**src/rtl/seq_decoder38.sv**
```systemverilog
// -----------------------------------------------------------------------------
// seq_decoder38
//   Registered, handshaked 3-to-8 decoder with timed output strobes.
//   An accepted 3-bit code drives the matching one-hot line for HOLD_CYCLES
//   clocks. All lines are then blanked for GAP_CYCLES clocks, and after that
//   the block returns to IDLE and is ready for the next code.
//
// Parameters
//   HOLD_CYCLES : clocks each one-hot strobe is held (1 .. 2**CNT_W-1)
//   GAP_CYCLES  : blank clocks after each strobe (0 .. 2**CNT_W-1)
//   CNT_W       : width of the shared HOLD/GAP down-counter
//   ACTIVE_LOW  : 1 inverts oData (selected line low, idle all-ones)
//
// Ports
//   iClk    : clock, rising edge
//   iRst_n  : asynchronous active-low reset
//   iValid  : iCode is valid this cycle
//   iCode   : binary code Y2..Y0 to decode
//   iPause  : freezes the HOLD/GAP counter and state
//   iClear  : synchronous abort back to IDLE (no done pulse)
//   oReady  : block accepts a code this cycle (IDLE only)
//   oData   : decoded lines D7..D0
//   oBusy   : state is HOLD or GAP
//   oDone   : one-cycle pulse when a strobe+gap sequence completes
// -----------------------------------------------------------------------------
module seq_decoder38 #(
    parameter int HOLD_CYCLES = 4,
    parameter int GAP_CYCLES  = 1,
    parameter int CNT_W       = 8,
    parameter int ACTIVE_LOW  = 0
) (
    input  logic       iClk,
    input  logic       iRst_n,
    input  logic       iValid,
    input  logic [2:0] iCode,
    input  logic       iPause,
    input  logic       iClear,
    output logic       oReady,
    output logic [7:0] oData,
    output logic       oBusy,
    output logic       oDone
);

    typedef enum logic [1:0] {
        IDLE = 2'd0,
        HOLD = 2'd1,
        GAP  = 2'd2
    } stateType;

    localparam logic [7:0]       IDLE_DATA = (ACTIVE_LOW != 0) ? 8'hFF : 8'h00;
    localparam logic [CNT_W-1:0] HOLD_LOAD = CNT_W'(HOLD_CYCLES - 1);
    // Only loaded when GAP_CYCLES > 0, so the wrap for GAP_CYCLES = 0 is unused.
    localparam logic [CNT_W-1:0] GAP_LOAD  = CNT_W'(GAP_CYCLES - 1);

    stateType         stateReg, stateNext;
    logic [CNT_W-1:0] cntReg, cntNext;
    logic [7:0]       dataReg, dataNext;
    logic             readyReg, busyReg, doneReg, doneNext;
    logic [7:0]       oneHot;

    // One comparator per output line; exactly one is true for any code.
    genvar gi;
    generate
        for (gi = 0; gi < 8; gi++) begin : genDecode
            assign oneHot[gi] = (iCode == 3'(gi));
        end
    endgenerate

    always_comb begin
        stateNext = stateReg;
        cntNext   = cntReg;
        dataNext  = dataReg;
        doneNext  = 1'b0;

        if (iClear) begin
            // Abort beats everything, including a same-cycle accept.
            stateNext = IDLE;
            cntNext   = '0;
            dataNext  = IDLE_DATA;
        end else begin
            case (stateReg)
                IDLE: begin
                    // oReady is high exactly in IDLE, so iValid alone is the accept.
                    if (iValid) begin
                        stateNext = HOLD;
                        cntNext   = HOLD_LOAD;
                        dataNext  = oneHot ^ IDLE_DATA;
                    end
                end
                HOLD: begin
                    if (!iPause) begin
                        if (cntReg != '0) begin
                            cntNext = cntReg - CNT_W'(1);
                        end else begin
                            dataNext = IDLE_DATA;
                            if (GAP_CYCLES == 0) begin
                                stateNext = IDLE;
                                doneNext  = 1'b1;
                            end else begin
                                stateNext = GAP;
                                cntNext   = GAP_LOAD;
                            end
                        end
                    end
                end
                GAP: begin
                    if (!iPause) begin
                        if (cntReg != '0) begin
                            cntNext = cntReg - CNT_W'(1);
                        end else begin
                            stateNext = IDLE;
                            doneNext  = 1'b1;
                        end
                    end
                end
                default: begin
                    stateNext = IDLE;
                    cntNext   = '0;
                    dataNext  = IDLE_DATA;
                end
            endcase
        end
    end

    // Ready/busy are registered from the next state so every output is a flop.
    always_ff @(posedge iClk or negedge iRst_n) begin
        if (!iRst_n) begin
            stateReg <= IDLE;
            cntReg   <= '0;
            dataReg  <= IDLE_DATA;
            readyReg <= 1'b1;
            busyReg  <= 1'b0;
            doneReg  <= 1'b0;
        end else begin
            stateReg <= stateNext;
            cntReg   <= cntNext;
            dataReg  <= dataNext;
            readyReg <= (stateNext == IDLE);
            busyReg  <= (stateNext != IDLE);
            doneReg  <= doneNext;
        end
    end

    assign oReady = readyReg;
    assign oData  = dataReg;
    assign oBusy  = busyReg;
    assign oDone  = doneReg;

endmodule

```
**config.mk**
```make
export PLATFORM = sky130hd
export DESIGN_NAME = seq_decoder38
export DESIGN_NICKNAME = d
export VERILOG_FILES = /design/src/rtl/seq_decoder38.sv
export SDC_FILE = /design/constraint.sdc
export NUM_CORES = 1
export LEC_CHECK = 0
export CAP_MARGIN = 15
export CORE_ASPECT_RATIO = 0.7
export CORE_MARGIN = 2
export CORE_UTILIZATION = 51
export CTS_BUF_LIST = sky130_fd_sc_hd__clkbuf_16
export CTS_CLUSTER_SIZE = 24
export DETAILED_ROUTE_END_ITERATION = 10
export HOLD_SLACK_MARGIN = 0.1
export PLACE_DENSITY = 0.77
export SKIP_LAST_GASP = 1
export SYNTH_ARGS = -nofsm -noshare
export SYNTH_HDL_FRONTEND = slang
export SYNTH_SLANG_ARGS = --single-unit
```
**constraint.sdc**
```tcl
create_clock -name iClk -period 2.65 [get_ports iClk]
set_input_delay 0.3975 -clock iClk [delete_from_list [all_inputs] [get_ports iClk]]
set_output_delay 0.3975 -clock iClk [all_outputs]
set_load 0.02 [all_outputs]
```
==> run summary, run 1 <==
Outcome = finished clean
Slew headroom = 64.2%
Ant. Diodes = 0
Simple-Gate Fraction of Synth Area = 24.5%
Core area = 0.00212 sq mm
Antenna violations before repair = 0
DRT Wirelength = 2460 um
Ys async rst share = 100%
Post-synthesis register bit count = 21
F_max = 459 MHz
CTS buffer count = 3
Startpoint types = flip-flop
Post-route setup TNS = 0 ns
WL/cell = 14.8 um
Worst-path maximum fanout = 6
Io pins = 19
R2R setup slack = 0.47 ns
Fin. max-slew vios = 0
Sequential Area = 527 sq um
Slew @ Worst Pin = 0.532 ns
Req. time, crit path = 2.83 ns
Postcts setup bufs = 0
Worst Hold Class = in -> async
Max-cap violations = 0
I/O Buffers = 18
DRC viols = 0
1st-pass router iterations = 4
Fin crit share = 82.1%
Vias = 938
Post-place setup slack = 0.315 ns
Initial Util = 53.0%
R2r startpoint = cntReg[3]
Reg2Reg Depth = 4
# hold bufs at CTS = 0
Vias/cell = 5.65
Worst-path clk slew = 0.06 ns
GPL Wtd Cong = 0.790
Multi-input logic area = 568 sq um
Worst path arrival time = 2.35 ns
Synth-to-layout area growth = 28.7%
Post-Syn Instances = 113
Clock buffer depth = 2
Area of the die = 0.00260 sq mm
Vias in the first global route = 884
EDFF count, synth = 0
RSZ-0062 raised after global routing = false
First-pass GRT wire length = 4100 um
Main combinational cell family by area after synthesis = simple AND/OR/NAND/NOR gates
Synth Flop Type = dfrtp_1
Commonest non-fill, non-tap cell in the layout = dfrtp_1
Avg Cell Area, Syn = 9.93 sq um
All-layer global routing usage = 21.9%
Net Count, Synth = 123
Mux share of post-synthesis cell area = 8.03%
Htree depth = 1
Cell Area, Synth = 0.00112 sq mm
DP HPWL = 1810 um
Final WS setup = 0.473 ns
Post-synthesis xor/xnor area fraction = 0%
Min cycle time layout = 2.18 ns
Starting DRT DRC Count = 42
Clk Latency, worst-skew pair = 0.25 ns
CTS sink cnt = 21
Hold Vio Cnt, Final = 0
Finish-stage setup viols = 0
Layout fillers = 188
CP Class = reg -> reg
Most frequent cells in the layout = dfrtp_1, clkdlybuf4s50_1, a21oi_1
Nets = 145
Grt ovf = 0
Yosys cell types = 32
Worst IR Drop VDD = 421 uV
Leak Pwr = 0.622 nW
ANT nets after route = 0
Register area share after synthesis = 46.9%
# resized after CTS = 0
Synthesis Warnings = 0
PD cells = 696 mW/mm^2
Largest net degree at the start of global routing = 22
Root Buffer = clkbuf_16
RR Endpoint = cntReg[7]
Site Rows = 14
Post-Synth Adder-Cell Area = 2.23%
Complex-gate fraction of the synthesized area = 15.2%
Die Span X = 60.1 um
TritonCTS clock tree = yes
Share of cells above drive strength 1 = 18.7%
Clock skew = 0.00390 ns
Total power = 0.00100 W
Height of the chip = 43.3 um
Nature of the critical path endpoint = flip-flop
==> worst max-delay path: stages (launching register included) <==
cell	delay (ns)
dfrtp_1	0.44
or4_4	0.56
or4_1	0.44
or4_1	0.49
a21oi_1	0.17
==> power breakdown <==
group	internal, W	switching [W]	leakage, nW
Clock	0.000202	0.000111	0.0409
Combinational	0.000138	0.000150	0.300
Sequential	0.000357	0.0000466	0.280
==> cells in the mapped netlist, types with 3 or more instances <==
cell      instances  share of area, %
a21oi_1          13               5.8
clkbuf_1          5               1.7
dfrtp_1          20                45
inv_1             3               1.0
mux2_2            8               8.0
nand2_1           5               1.7
nand2b_1          3               1.7
nor2_1            8               2.7
nor2b_1           3               1.7
nor3_1            4               1.8
nor4_1            3               1.7
o21ai_0           4               1.8
o31ai_1           6               4.0
or4_1             5               3.3
==> routing by layer <==
layer | GRT usage [%] | share of wire (%) | up-vias | wire (um)
met3 | 6.40 | 4.4 | 4 | 108
met1 | 30.1 | 45 | 444 | 1120
met2 | 33.5 | 49 | 26 | 1200
met5 | 0 | 0 | - | 0
li1 | - | - | 464 | -
met4 | 6.22 | 1.3 | 0 | 31
==> per-stage QoR <==
step / util, % / cells / area [sq um] / hold slack (ns)
2_1_floorplan: - / 113 / 1120 / 0.102
3_3_place_gp: 64.3 / 162 / 1360 / 0.491
3_5_place_dp: 64.3 / 162 / 1360 / 0.504
4_1_cts: 68.1 / 166 / 1440 / 0.502
5_1_grt: 68.1 / 166 / 1440 / 0.521
6_report: 68.1 / 166 / 1440 / 0.491
==> how the worst max path moves through the flow <==
stage | startpoint | endpoint | depth (start not counted) | slack (ns)
floorplan | cntReg[3] | cntReg[7] | 4 | 0.63
global placement | iClear | cntReg[3] | 6 | 0.39
detailed placement | iClear | cntReg[3] | 6 | 0.31
CTS | cntReg[2] | cntReg[7] | 4 | 0.47
global route | cntReg[2] | oData[6] | 4 | 0.38
finish | cntReg[3] | cntReg[7] | 4 | 0.47
==> registers in the layout, indices dropped and copies added, names as in the netlist <==
name / cells
oBusy: 1
oDone: 1
cntReg: 8
stateReg: 2
oReady: 1
oData: 8
==> layout make-up <==
type | instances | area share (%)
clock buffers | 3 | 5.20
clock inverters | 1 | 0.347
inverters | 3 | 0.780
multi-input cells | 83 | 39.3
flip-flops and latches | 21 | 36.5
well taps | 32 | 2.77
repair buffers | 23 | 15.1
==> cells by family (layout without fill, tap and decap cells) <==
family                     Yosys count  after routing
and+or+nand+nor                     45             45
AOI/OAI and AO/OA                   28             28
DFF                                 21             21
buffers and inverters                9             30
muxes                                8              8
adders and majority gates            2              2
Power figures use the tool's default switching activity.
==> run 2: changes to the inputs <==
--- a/config.mk
+++ b/config.mk
@@ -8,12 +8,12 @@
 export CAP_MARGIN = 15
 export CORE_ASPECT_RATIO = 0.7
 export CORE_MARGIN = 2
-export CORE_UTILIZATION = 51
+export CORE_UTILIZATION = 46
 export CTS_BUF_LIST = sky130_fd_sc_hd__clkbuf_16
 export CTS_CLUSTER_SIZE = 24
 export DETAILED_ROUTE_END_ITERATION = 10
 export HOLD_SLACK_MARGIN = 0.1
-export PLACE_DENSITY = 0.77
+export PLACE_DENSITY = 0.73
 export SKIP_LAST_GASP = 1
 export SYNTH_ARGS = -nofsm -noshare
 export SYNTH_HDL_FRONTEND = slang
==> constraint.sdc (replaced) <==
create_clock -name iClk -period 1.8 [get_ports iClk]
set_input_delay 0.27 -clock iClk [delete_from_list [all_inputs] [get_ports iClk]]
set_output_delay 0.27 -clock iClk [all_outputs]
set_load 0.02 [all_outputs]
==> run 2 against run 1 <==
Against the previous run:
- the flow now finishes with violations (negative setup slack)
- combinational power grew to 2.7 times the previous value
- non-clock buffer count grew 25
- critical endpoint unchanged
- clock power grew 50%
- die area grew 10%
==> run summary, run 2 (synthesized netlist as in run 1, its figures left out) <==
Outcome = finished with violations
Failing checks = negative setup slack
Nets = 170
Antenna violations before repair = 0
All-layer global routing usage = 24.8%
# hold bufs at CTS = 0
Vias/cell = 5.88
DRC viols = 0
TritonCTS clock tree = yes
Height of the chip = 45.3 um
RR Endpoint = cntReg[7]
GPL Wtd Cong = 0.941
Die Span X = 63.0 um
P_sw = 0.000577 W
Io pins = 19
Ant. Diodes = 0
Vias = 1124
Grt ovf = 0
Nature of the critical path endpoint = flip-flop
Clock buffer depth = 2
Finish-stage setup viols = 10
Vias in the first global route = 1120
Htree depth = 1
Startpoint types = flip-flop
Placed cells = 186
Worst IR Drop VDD = 724 uV
Post-route setup TNS = -0.523 ns
CTS sink cnt = 21
Post-Layout Cell Count = 191
Synth-to-layout area growth = 56.6%
Worst path arrival time = 2.14 ns
Share of cells above drive strength 1 = 41.5%
Sequential Area = 527 sq um
Final WS setup = -0.155 ns
RSZ-0062 raised after global routing = true
Slew @ Worst Pin = 0.322 ns
WL/cell = 17.1 um
Req. time, crit path = 1.98 ns
Initial Util = 50.4%
Fin crit share = 109%
Clk Latency, worst-skew pair = 0.26 ns
Gate power share = 42.5%
Clock share of power = 26.0%
Post-place setup slack = -0.284 ns
Commonest non-fill, non-tap cell in the layout = buf_4
Leak Pwr = 0.786 nW
Worst-path clk slew = 0.06 ns
First-pass GRT wire length = 5250 um
Min cycle time layout = 1.95 ns
Internal power = 0.00123 W
Worst-path maximum fanout = 2
Area of the die = 0.00286 sq mm
Net Sw Frac = 32.0%
F_max = 512 MHz
Clock skew = 0.00139 ns
PD cells = 1030 mW/mm^2
Slew headroom = 78.5%
DP HPWL = 2230 um
Most frequent cells in the layout = buf_4, dfrtp_1, clkdlybuf4s50_1
Starting DRT DRC Count = 74
I/O Buffers = 18
CP Class = reg -> reg
Core area = 0.00222 sq mm
Layout fillers = 155
Root Buffer = clkbuf_16
Worst Setup SP = cntReg[3]
Largest net degree at the start of global routing = 22
Max-cap violations = 0
Flop pwr share = 31.5%
Site Rows = 14
Total power = 0.00181 W
R2R setup slack = -0.15 ns
Fin. max-slew vios = 0
Worst Hold Class = in -> reg
R2r startpoint = cntReg[3]
CTS buffer count = 3
Reg2Reg Depth = 4
Multi-input logic area = 668 sq um
Hold Vio Cnt, Final = 0
Worst setup endpoint = cntReg[7]
1st-pass router iterations = 4
DRT Wirelength = 3260 um
Placed cell areas = 0.00156 sq mm
ANT nets after route = 0
Fin area = 0.00176 sq mm
## run 2: repair_timing
action,4_1_cts,5_1_grt
resized for setup,13,13
gates cloned,0,0
endpoints found under the setup margin,13,18
pin swaps,4,5
setup buffers,1,0
## run 2: how the worst min path moves through the flow
stage | startpoint | endpoint | slack, ns | cells past startpoint
floorplan | iRst_n | cntReg[0] | -0.03 | 0
global placement | oData[0] | oData[0] | 0.49 | 1
detailed placement | oData[0] | oData[0] | 0.50 | 1
CTS | iRst_n | cntReg[1] | 0.36 | 2
global route | iClear | stateReg[1] | 0.37 | 3
finish | iClear | stateReg[1] | 0.34 | 3
## run 2: power by group through the flow
stage	clock, W	sequential (W)	combinational [W]
2_1_floorplan	0	0.000587	0.000299
3_3_place_gp	0	0.000566	0.000591
3_5_place_dp	0	0.000571	0.000616
4_1_cts	0.000474	0.000567	0.000681
5_1_grt	0.000497	0.000575	0.000824
6_report	0.000470	0.000568	0.000768
## run 2: critical path: stages (launching register included)
cell	delay, ns
dfrtp_1	0.38
or4_4	0.54
or4_4	0.43
or4_1	0.41
a21oi_1	0.13
## run 2: area by class of cell
class,instances,share of cell area [%]
tap,32,2.28
multi-input combinational,83,38.0
clock inverter,1,0.214
sequential,21,30.0
inverter,3,0.641
timing repair buffer,48,24.6
clock buffer,3,4.27
## run 2: through the flow
stage,util (%),hold slack [ns]
after detailed placement,70.0,0.496
after global placement,70.0,0.489
after floorplan,-,-0.0256
after global routing,79.0,0.369
final,79.0,0.336
after CTS,76.2,0.365
## run 2: routing by layer
metal	vias to the layer above	track usage (%)	wire, um
li1	519	-	-
met1	534	28.7	1380
met2	52	44.3	1550
met3	19	8.98	220
met4	0	8.00	111
met5	-	0	0
